===== src/rtl/sram_frame_reader_pkg.sv =====
// Shared types and helpers for the SRAM frame reader.
// Frame FSM encoding and frame-size arithmetic.
package sram_frame_reader_pkg;

  typedef enum logic [1:0] {
    IDLE  = 2'd0,
    FETCH = 2'd1,
    DRAIN = 2'd2
  } frame_state_t;

  function automatic int unsigned frame_words(
    input int unsigned h,
    input int unsigned v
  );
    return h * v;
  endfunction

endpackage


===== src/rtl/sync_fifo_fwft.sv =====
// Show-ahead synchronous FIFO; head word is always on dout.
// flush wins over push and pop in the same cycle.
module sync_fifo_fwft
  import sram_frame_reader_pkg::*;
#(
  parameter int DW    = 16,
  parameter int DEPTH = 16
) (
  input  logic                       clk,
  input  logic                       reset,
  input  logic                       flush,
  input  logic                       push,
  input  logic [DW-1:0]              din,
  input  logic                       pop,
  output logic [DW-1:0]              dout,
  output logic                       empty,
  output logic [$clog2(DEPTH+1)-1:0] count
);

  localparam int AW = $clog2(DEPTH);
  localparam int CW = $clog2(DEPTH + 1);

  logic [DW-1:0] mem [DEPTH];
  logic [AW-1:0] wr_ptr;
  logic [AW-1:0] rd_ptr;
  logic          do_pop;
  logic          full;

  assign empty  = (count == '0);
  assign full   = (count == CW'(DEPTH));
  assign do_pop = pop && !empty;
  assign dout   = mem[rd_ptr];

  always_ff @(posedge clk) begin
    if (reset) begin
      wr_ptr <= '0;
      rd_ptr <= '0;
      count  <= '0;
    end else if (flush) begin
      wr_ptr <= '0;
      rd_ptr <= '0;
      count  <= '0;
    end else begin
      if (push)
        wr_ptr <= wr_ptr + AW'(1);
      if (do_pop)
        rd_ptr <= rd_ptr + AW'(1);
      count <= count + CW'(push) - CW'(do_pop);
    end
  end

  // Storage is not reset; occupancy alone decides validity.
  always_ff @(posedge clk) begin
    if (push && !flush)
      mem[wr_ptr] <= din;
    if (!reset && !flush && push)
      assert (!full);
  end

endmodule


===== src/rtl/sram_frame_reader.sv =====
// Avalon-MM read master streaming one frame from SRAM to the
// pixel pipeline through a credit-protected show-ahead FIFO.
module sram_frame_reader
  import sram_frame_reader_pkg::*;
#(
  parameter int          AVN_AW     = 18,
  parameter int          AVN_DW     = 16,
  parameter int          H_PIXELS   = 640,
  parameter int          V_PIXELS   = 480,
  parameter int unsigned BASE_ADDR  = 0,
  parameter int          FIFO_DEPTH = 16
) (
  input  logic              clk,
  input  logic              reset,
  input  logic              frame_start,
  output logic              avn_read,
  output logic [AVN_AW-1:0] avn_address,
  input  logic [AVN_DW-1:0] avn_readdata,
  input  logic              avn_readdatavalid,
  output logic              pix_valid,
  output logic [AVN_DW-1:0] pix_data,
  input  logic              pix_ready,
  output logic              frame_done,
  output logic              underflow
);

  localparam int WORDS = int'(frame_words(H_PIXELS, V_PIXELS));
  localparam int CW    = $clog2(FIFO_DEPTH + 1);
  localparam int SW    = CW + 2;
  localparam int IW    = (WORDS > 1) ? $clog2(WORDS) : 1;

  localparam logic [IW-1:0]     LAST = IW'(WORDS - 1);
  localparam logic [AVN_AW-1:0] BASE = AVN_AW'(BASE_ADDR);

  frame_state_t  state;
  frame_state_t  state_nxt;

  logic [CW-1:0] in_flight;
  logic [CW-1:0] discard_cnt;
  logic [CW-1:0] fifo_count;
  logic [CW-1:0] in_flight_nxt;
  logic [IW-1:0] rd_idx;
  logic [IW-1:0] pop_idx;
  logic [SW-1:0] credit_sum;

  logic          fifo_empty;
  logic          credit_ok;
  logic          issue;
  logic          rdv_ack;
  logic          push;
  logic          pop;
  logic          fetch_last;
  logic          drain_last;

  assign pix_valid = !fifo_empty;
  assign pop       = pix_valid && pix_ready;

  // The registered avn_read is a read already committed but not yet
  // seen by the controller, so it consumes a credit too.
  always_comb begin
    credit_sum = SW'(fifo_count) + SW'(in_flight)
               + SW'(avn_read) + SW'(1);
    credit_ok  = (credit_sum <= SW'(FIFO_DEPTH));
    issue      = (state == FETCH) && !frame_start && credit_ok;
    rdv_ack    = avn_readdatavalid && (in_flight != '0);
    push       = rdv_ack && (discard_cnt == '0) && !frame_start;
    fetch_last = issue && (rd_idx == LAST);
    drain_last = (state == DRAIN) && pop && (pop_idx == LAST)
               && !frame_start;
    in_flight_nxt = in_flight + CW'(avn_read) - CW'(rdv_ack);
  end

  always_comb begin
    state_nxt = state;
    unique case (1'b1)
      frame_start: state_nxt = FETCH;
      fetch_last:  state_nxt = DRAIN;
      drain_last:  state_nxt = IDLE;
      default:     state_nxt = state;
    endcase
  end

  always_ff @(posedge clk) begin
    if (reset)
      state <= IDLE;
    else
      state <= state_nxt;
  end

  always_ff @(posedge clk) begin
    if (reset) begin
      avn_read    <= 1'b0;
      avn_address <= BASE;
      in_flight   <= '0;
      discard_cnt <= '0;
      rd_idx      <= '0;
      pop_idx     <= '0;
      frame_done  <= 1'b0;
      underflow   <= 1'b0;
    end else begin
      avn_read   <= issue;
      in_flight  <= in_flight_nxt;
      frame_done <= drain_last;
      underflow  <= pix_ready && !pix_valid && (state == FETCH);
      if (frame_start) begin
        avn_address <= BASE;
        rd_idx      <= '0;
        pop_idx     <= '0;
        // Everything still owed by the controller belongs to the old frame.
        discard_cnt <= in_flight_nxt;
      end else begin
        if (avn_read)
          avn_address <= avn_address + AVN_AW'(1);
        if (issue)
          rd_idx <= rd_idx + IW'(1);
        if (pop)
          pop_idx <= pop_idx + IW'(1);
        if (rdv_ack && (discard_cnt != '0))
          discard_cnt <= discard_cnt - CW'(1);
      end
    end
  end

  sync_fifo_fwft #(
    .DW    (AVN_DW),
    .DEPTH (FIFO_DEPTH)
  ) u_fifo (
    .clk   (clk),
    .reset (reset),
    .flush (frame_start),
    .push  (push),
    .din   (avn_readdata),
    .pop   (pop),
    .dout  (pix_data),
    .empty (fifo_empty),
    .count (fifo_count)
  );

endmodule


===== config.mk =====
export PLATFORM = sky130hd
export DESIGN_NAME = sram_frame_reader
export DESIGN_NICKNAME = d
export VERILOG_FILES = /design/src/rtl/sram_frame_reader_pkg.sv /design/src/rtl/sync_fifo_fwft.sv /design/src/rtl/sram_frame_reader.sv
export SDC_FILE = /design/constraint.sdc
export NUM_CORES = 1
export LEC_CHECK = 0
export ABC_AREA = 1
export CORE_MARGIN = 4
export CORE_UTILIZATION = 35
export DETAILED_ROUTE_END_ITERATION = 16
export GPL_ROUTABILITY_DRIVEN = 0
export SYNTH_ARGS = -nofsm -noshare
export SYNTH_HDL_FRONTEND = slang
export SYNTH_SLANG_ARGS = --single-unit

===== constraint.sdc =====
create_clock -name clk -period 3.01 [get_ports clk]
set_clock_uncertainty 0.05 [all_clocks]
set_input_delay 0.602 -clock clk [delete_from_list [all_inputs] [get_ports clk]]
set_output_delay 0.602 -clock clk [all_outputs]
set_load 0.01 [all_outputs]

==> impl_metrics.tcl, run 1 <==
set metrics [dict create \
    status "complete, but fails checks" \
    violations "setup timing" \
    cp_top_family "buffers and inverters" \
    critPathLaunchType "flip-flop" \
    seqPwrFrac 0.415 \
    synth.most_common_cell "edfxtp_1" \
    rsz0062_at_grt "true" \
    clockPowerShare 0.372 \
    pwr-share-comb 0.213 \
    critical_path_required_ns 2.36 \
    synth.ff_latch_count 344 \
    syn_inst 1428 \
    syn_nets 1483 \
    area_delta_synth_final_pct 19.79 \
    dpl_cell_area_sq_um 16870 \
    p_sw_mw 3.683 \
    core_area_sq_um 43170 \
    cp_slowest_stage_delay_ns 0.54 \
    final_util 0.4255 \
    port_buffers 58 \
    yosysSeqAreaShare 0.6162 \
    maxUsedRoutingLayer "met5" \
    grt_pass1_vias 10550 \
    htreeDepth 2 \
    cap_violations 0 \
    finalCriticalPeriod_ns 3.028 \
    synthArstFlopShare 0 \
    die_w_um 217.3 \
    yosysTopAreaCell "edfxtp_1" \
    worstPathArrival_ns 2.38 \
    grt_max_degree 43 \
    final_hold_viol_count 0 \
    path_clk_slew_ns 0.06 \
    first_iter_violations 832 \
    dieArea_sq_um 47230 \
    internal-power_mw 9.207 \
    diodes 0 \
    cts_root_buf "clkbuf_16" \
    final_area_sq_um 18370 \
    multi_input_area_sq_um 5036 \
    nets 1584 \
    yosys_warnings 0 \
    drive_gt1_frac 0.1147 \
    drtAntennaViolNets 0 \
    power_leakage_nw 6.341 \
    start_util 0.3552 \
    crit_slowest_cell "clkdlybuf4s50_1" \
    fill_cells 4142 \
    period_share 1.006 \
    cts_hold_buf 0 \
    dp_hpwl_um 22630 \
    drc 0 \
    cts_buffers 39 \
    crit_chain "buf_4 -> buf_12 -> mux2i_1 -> o211ai_1 -> nand3_1 -> nand2_1 -> clkdlybuf4s50_1" \
    powerDensity_nw_per_um2 701.7 \
    regArea_sq_um 9455 \
    grt_overflow_total 0 \
    peakVddDrop_mv 0.3975 \
    wl_per_cell_um 17.18 \
    tightest_slew_ns 0.6625 \
    yosys-top-cells-area "edfxtp_1 (50%), dfxtp_1 (11%), nand2_1 (4.5%), mux2i_1 (4.2%), a21oi_1 (4.1%)" \
    cts_tree "built" \
    drv_slew 0 \
    ys_top_cells_by_count "edfxtp_1 (256), nand2_1 (185), inv_1 (156)" \
    finalWorstSetupSlack_ns -0.01809 \
    die_h_um 217.3 \
    dr_total_vias 10590 \
    pre_cts_slack_ns 0.07635 \
    grt_pass1_wl_um 58450 \
    ioPinCount 59 \
    first_pass_iters 5 \
    antenna_found_initial 1 \
    wl_met2_um 17890 \
    dr_wl_met3_um 1595 \
    netlist.area_leader.share 0.5013 \
    end_kind "primary output" \
    switching_share 0.2857 \
    wl_met1_um 16530 \
    hp-class "flip-flop to flip-flop" \
    clock_path_buffers 3 \
    synthFlopType "edfxtp_1" \
    setup-tns-final_ns -0.01809 \
    syn_area_per_cell_sq_um 10.74 \
    crit_type "flip-flop to primary output" \
    drt-vias-per-instance 4.938 \
    rows 76 \
    path_buf_inv 3 \
    clk_latency_ns 0.56 \
    wl_um 36850 \
    path_max_fanout 22 \
    ys_types 45 \
    fmax_ghz 0.3302 \
    setup-violations-final 1 \
    slew_headroom 0.5569 \
    syn_area_sq_um 15330 \
    grt_use_total 0.1563 \
    holdWs_ns 0.4252 \
    cts.sinks 344 \
    synth-edff-count 256 \
]
[layout make-up]
class                   count  area share
repair buffers            118     0.06580
clock buffers              56     0.06042
multi-input cells         863      0.2742
inverters                 162     0.03344
flip-flops and latches    344      0.5147
clock inverters            16     0.01117
well taps                 585     0.03985
repair inverters            1   0.0004087
[worst min-delay path: stages (launching register included)]
cell and delay (ns):
dfxtp_1 0.31, nand2_1 0.06, a21oi_1 0.06
[through the flow]
stage	power [mW]	std cells
6_report	12.89	2145
5_1_grt	13.60	2145
4_1_cts	13.05	2143
3_5_place_dp	8.143	2063
3_3_place_gp	8.111	2063
2_1_floorplan	7.294	1428
[cell families (layout without fill, tap and decap cells)]
| logic type | after synthesis | count (layout) | share of synthesized area |
|---|---|---|---|
| flip-flops | 344 | 344 | 0.6162 |
| XOR/XNOR | 23 | 23 | 0.01314 |
| adder cells (fa/ha/maj) | 34 | 34 | 0.02921 |
| AO/OA/AOI/OAI | 305 | 305 | 0.1128 |
| AND/OR/NAND/NOR | 437 | 437 | 0.1284 |
| multiplexers | 64 | 64 | 0.04178 |
| buffers and inverters | 221 | 353 | 0.05850 |
[registers in the layout, indices dropped and copies added (netlist names), 5 cells and up, named ones only]
name	count
in_flight	5
avn_address	18
u_fifo.mem	256
u_fifo.count	5
discard_cnt	5
pop_idx	19
rd_idx	19
[power by group through the flow]
stage | combinational (mW) | clock (mW) | sequential, mW
6_report | 2.74 | 4.80 | 5.35
5_1_grt | 3.10 | 5.13 | 5.37
4_1_cts | 2.75 | 4.94 | 5.35
3_5_place_dp | 2.69 | 0 | 5.45
3_3_place_gp | 2.66 | 0 | 5.45
2_1_floorplan | 1.89 | 0 | 5.41
[layout by cell type, fill, tap and decap left out, drive strengths merged]
cell	n
a211oi	1
a21boi	1
a21oi	128
a221oi	1
a31o	1
a31oi	2
and3	2
buf	58
bufbuf	2
bufinv	3
clkbuf	56
clkdlybuf4s50	43
clkinv	11
clkinvlp	3
dfxtp	88
dlygate4sd2	9
dlymetal6s2s	6
edfxtp	256
fa	3
ha	31
inv	162
mux2i	64
nand2	191
nand3	70
nand3b	3
nand4	30
nor2	116
nor3	21
nor4	2
o211ai	65
o21a	1
o21ai	103
o21ba	1
o21bai	1
or2	2
xnor2	11
xor2	12
[metal layers]
layer	GRT usage	vias to the layer above
met5	0	-
met4	0.04494	2
met3	0.02611	56
met2	0.2669	227
met1	0.2058	5077
li1	-	5229
[worst paths after layout]
| path | startpoint | end | slack [ns] | depth (start not counted) |
|---|---|---|---|---|
| hold / removal | discard_cnt[1]$_SDFFE_PP0P_ | discard_cnt[1]$_SDFFE_PP0P_ | 0.43 | 2 |
| hold reg to reg | discard_cnt[1]$_SDFFE_PP0P_ | discard_cnt[1]$_SDFFE_PP0P_ | 0.43 | 2 |
| setup reg to reg | avn_read$_SDFF_PP0_ | rd_idx[1]$_SDFFE_PP0P_ | 0.27 | 12 |
| setup / recovery | flip-flop | pix_data[9] | -0.02 | 7 |
[repair_timing]
item | CTS | global route
endpoints found under the setup margin | 16 | 27
cloned | 3 | 0
pin swaps | 0 | 1
hold endpoints to repair | 0 | 0
setup buffers | 5 | 2
gates resized for setup | 17 | 9
No activity file was read; power rests on OpenSTA's default activity.
==> run 2, diff against run 1 <==
Settings changed: DONT_BUFFER_PORTS from default to 1, GPL_TIMING_DRIVEN from default to 0.
==> run 2 against run 1 <==
Largest power group unchanged. Critical endpoint is now pix_data[0]. Cell count fell by 2.0%. The flow now finishes without violations. Worst hold slack got worse by 0.35 ns. Worst setup slack improved by 0.030 ns.
==> impl_metrics.tcl, run 2 (synthesis gave the netlist of run 1 again) <==
set metrics [dict create \
    area_delta_synth_final_pct 15.31 \
    grt_overflow_total 0 \
    dp_hpwl_um 26540 \
    crit_slowest_cell "dfxtp_1" \
    cts_hold_buf 0 \
    top_regs "u_fifo.mem (256), pop_idx (19), rd_idx (19)" \
    die_w_um 217.3 \
    htreeDepth 2 \
    final_cell_mix "edfxtp_1 (256), nand2_1 (183), inv_1 (155)" \
    crit_chain "buf_6 -> buf_4 -> buf_6 -> mux2i_1 -> o211ai_1 -> nand3_1 -> nand2_1" \
    cts_buffers 39 \
    core_area_sq_um 43170 \
    cp_slowest_stage_delay_ns 0.40 \
    tightest_slew_ns 0.7697 \
    drv_slew 0 \
    path_clk_slew_ns 0.06 \
    fmax_ghz 0.3335 \
    first_pass_iters 5 \
    grt_max_degree 17 \
    power_leakage_nw 5.973 \
    path_buf_inv 3 \
    ioPinCount 59 \
    final_common_cell "edfxtp_1" \
    drt-vias-per-instance 5.111 \
    clk_latency_ns 0.54 \
    worstPathArrival_ns 2.35 \
    path_max_fanout 10 \
    clock_path_buffers 3 \
    rows 76 \
    drtAntennaViolNets 0 \
    slew_headroom 0.4869 \
    period_share 0.9962 \
    hp-class "input port to flip-flop" \
    drive_gt1_frac 0.1088 \
    top_register "u_fifo.mem" \
    cp_top_family "buffers and inverters" \
    die_h_um 217.3 \
    grt_use_total 0.1619 \
    place_inst 2029 \
    crit_type "flip-flop to primary output" \
    dieArea_sq_um 47230 \
    end_kind "primary output" \
    dr_total_vias 10740 \
    grt_pass1_wl_um 60020 \
    status "complete, no violations" \
    multi_input_area_sq_um 5039 \
    first_iter_violations 760 \
    wl_per_cell_um 18.36 \
    antenna_found_initial 0 \
    setup-violations-final 0 \
    powerDensity_nw_per_um2 706.6 \
    regArea_sq_um 9453 \
    fill_cells 4175 \
    peakVddDrop_mv 0.3657 \
    largest_register_ffs 256 \
    port_buffers 0 \
    finalCriticalPeriod_ns 2.998 \
    critPathLaunchType "flip-flop" \
    final_hold_viol_count 0 \
    crit_top_cell "buf_6" \
    critical_path_required_ns 2.36 \
    cap_violations 0 \
    cts.sinks 344 \
    ff2ff_setup_slack_ns 0.19 \
    cts_root_buf "clkbuf_16" \
    rsz0062_at_grt "true" \
    drc 0 \
    start_util 0.3552 \
    holdWs_ns 0.07580 \
    finalNonFillerCells 2102 \
    wl_um 38580 \
    cts_tree "built" \
    diodes 0 \
    grt_pass1_vias 10550 \
    nets 1542 \
]
-- run 2: final cells by class --
cell class	instances	share of cell area
clock buffer	50	0.05986
multi-input combinational	863	0.2850
sequential	344	0.5346
tap	585	0.04140
buffer	57	0.01797
timing repair buffer	20	0.01790
inverter	162	0.03460
clock inverter	21	0.008704
-- run 2: report_power, final --
group	switching (mW)	total (mW)	internal [mW]
clock network	1.91	4.51	2.60
registers	0.107	5.34	5.23
logic	1.70	2.65	0.947
-- run 2: through the flow --
step                TNS [ns]  power [mW]  setup slack [ns]    util  cell area [sq um]
floorplan                  0       7.294            0.3675       -              15330
global placement      -89.38       7.932           -0.5104  0.3722              16070
detailed placement   -0.4957       8.020          -0.06232  0.3797              16390
CTS                        0       12.55          0.009232  0.4086              17640
global route        -0.05588       13.12          -0.02749  0.4096              17680
finish                     0       12.49           0.01158  0.4096              17680
-- run 2: path summary, 6_finish.rpt --
check / start / endpoint / cells after the start
worst max-delay path: flip-flop / pix_data[0] / 7
worst min-delay path: reset / state[1]$_SDFFE_PP0P_ / 1
worst max register to register: avn_read$_SDFF_PP0_ / rd_idx[9]$_SDFFE_PP0P_ / 13
worst min register to register: discard_cnt[1]$_SDFFE_PP0P_ / discard_cnt[1]$_SDFFE_PP0P_ / 2
-- run 2: timing repair --
action	CTS	global route
pin swaps	3	2
resized for setup	18	8
endpoints found under the setup margin	33	25
buffers inserted	0	4
-- run 2: per-layer routing --
metal  vias to the layer above  track usage  wire length [um]
met3                        62      0.03463              2555
met5                         -            0                 0
li1                       5131            -                 -
met2                       310       0.2709             18560
met1                      5240       0.2141             16580
met4                         0      0.04452               884
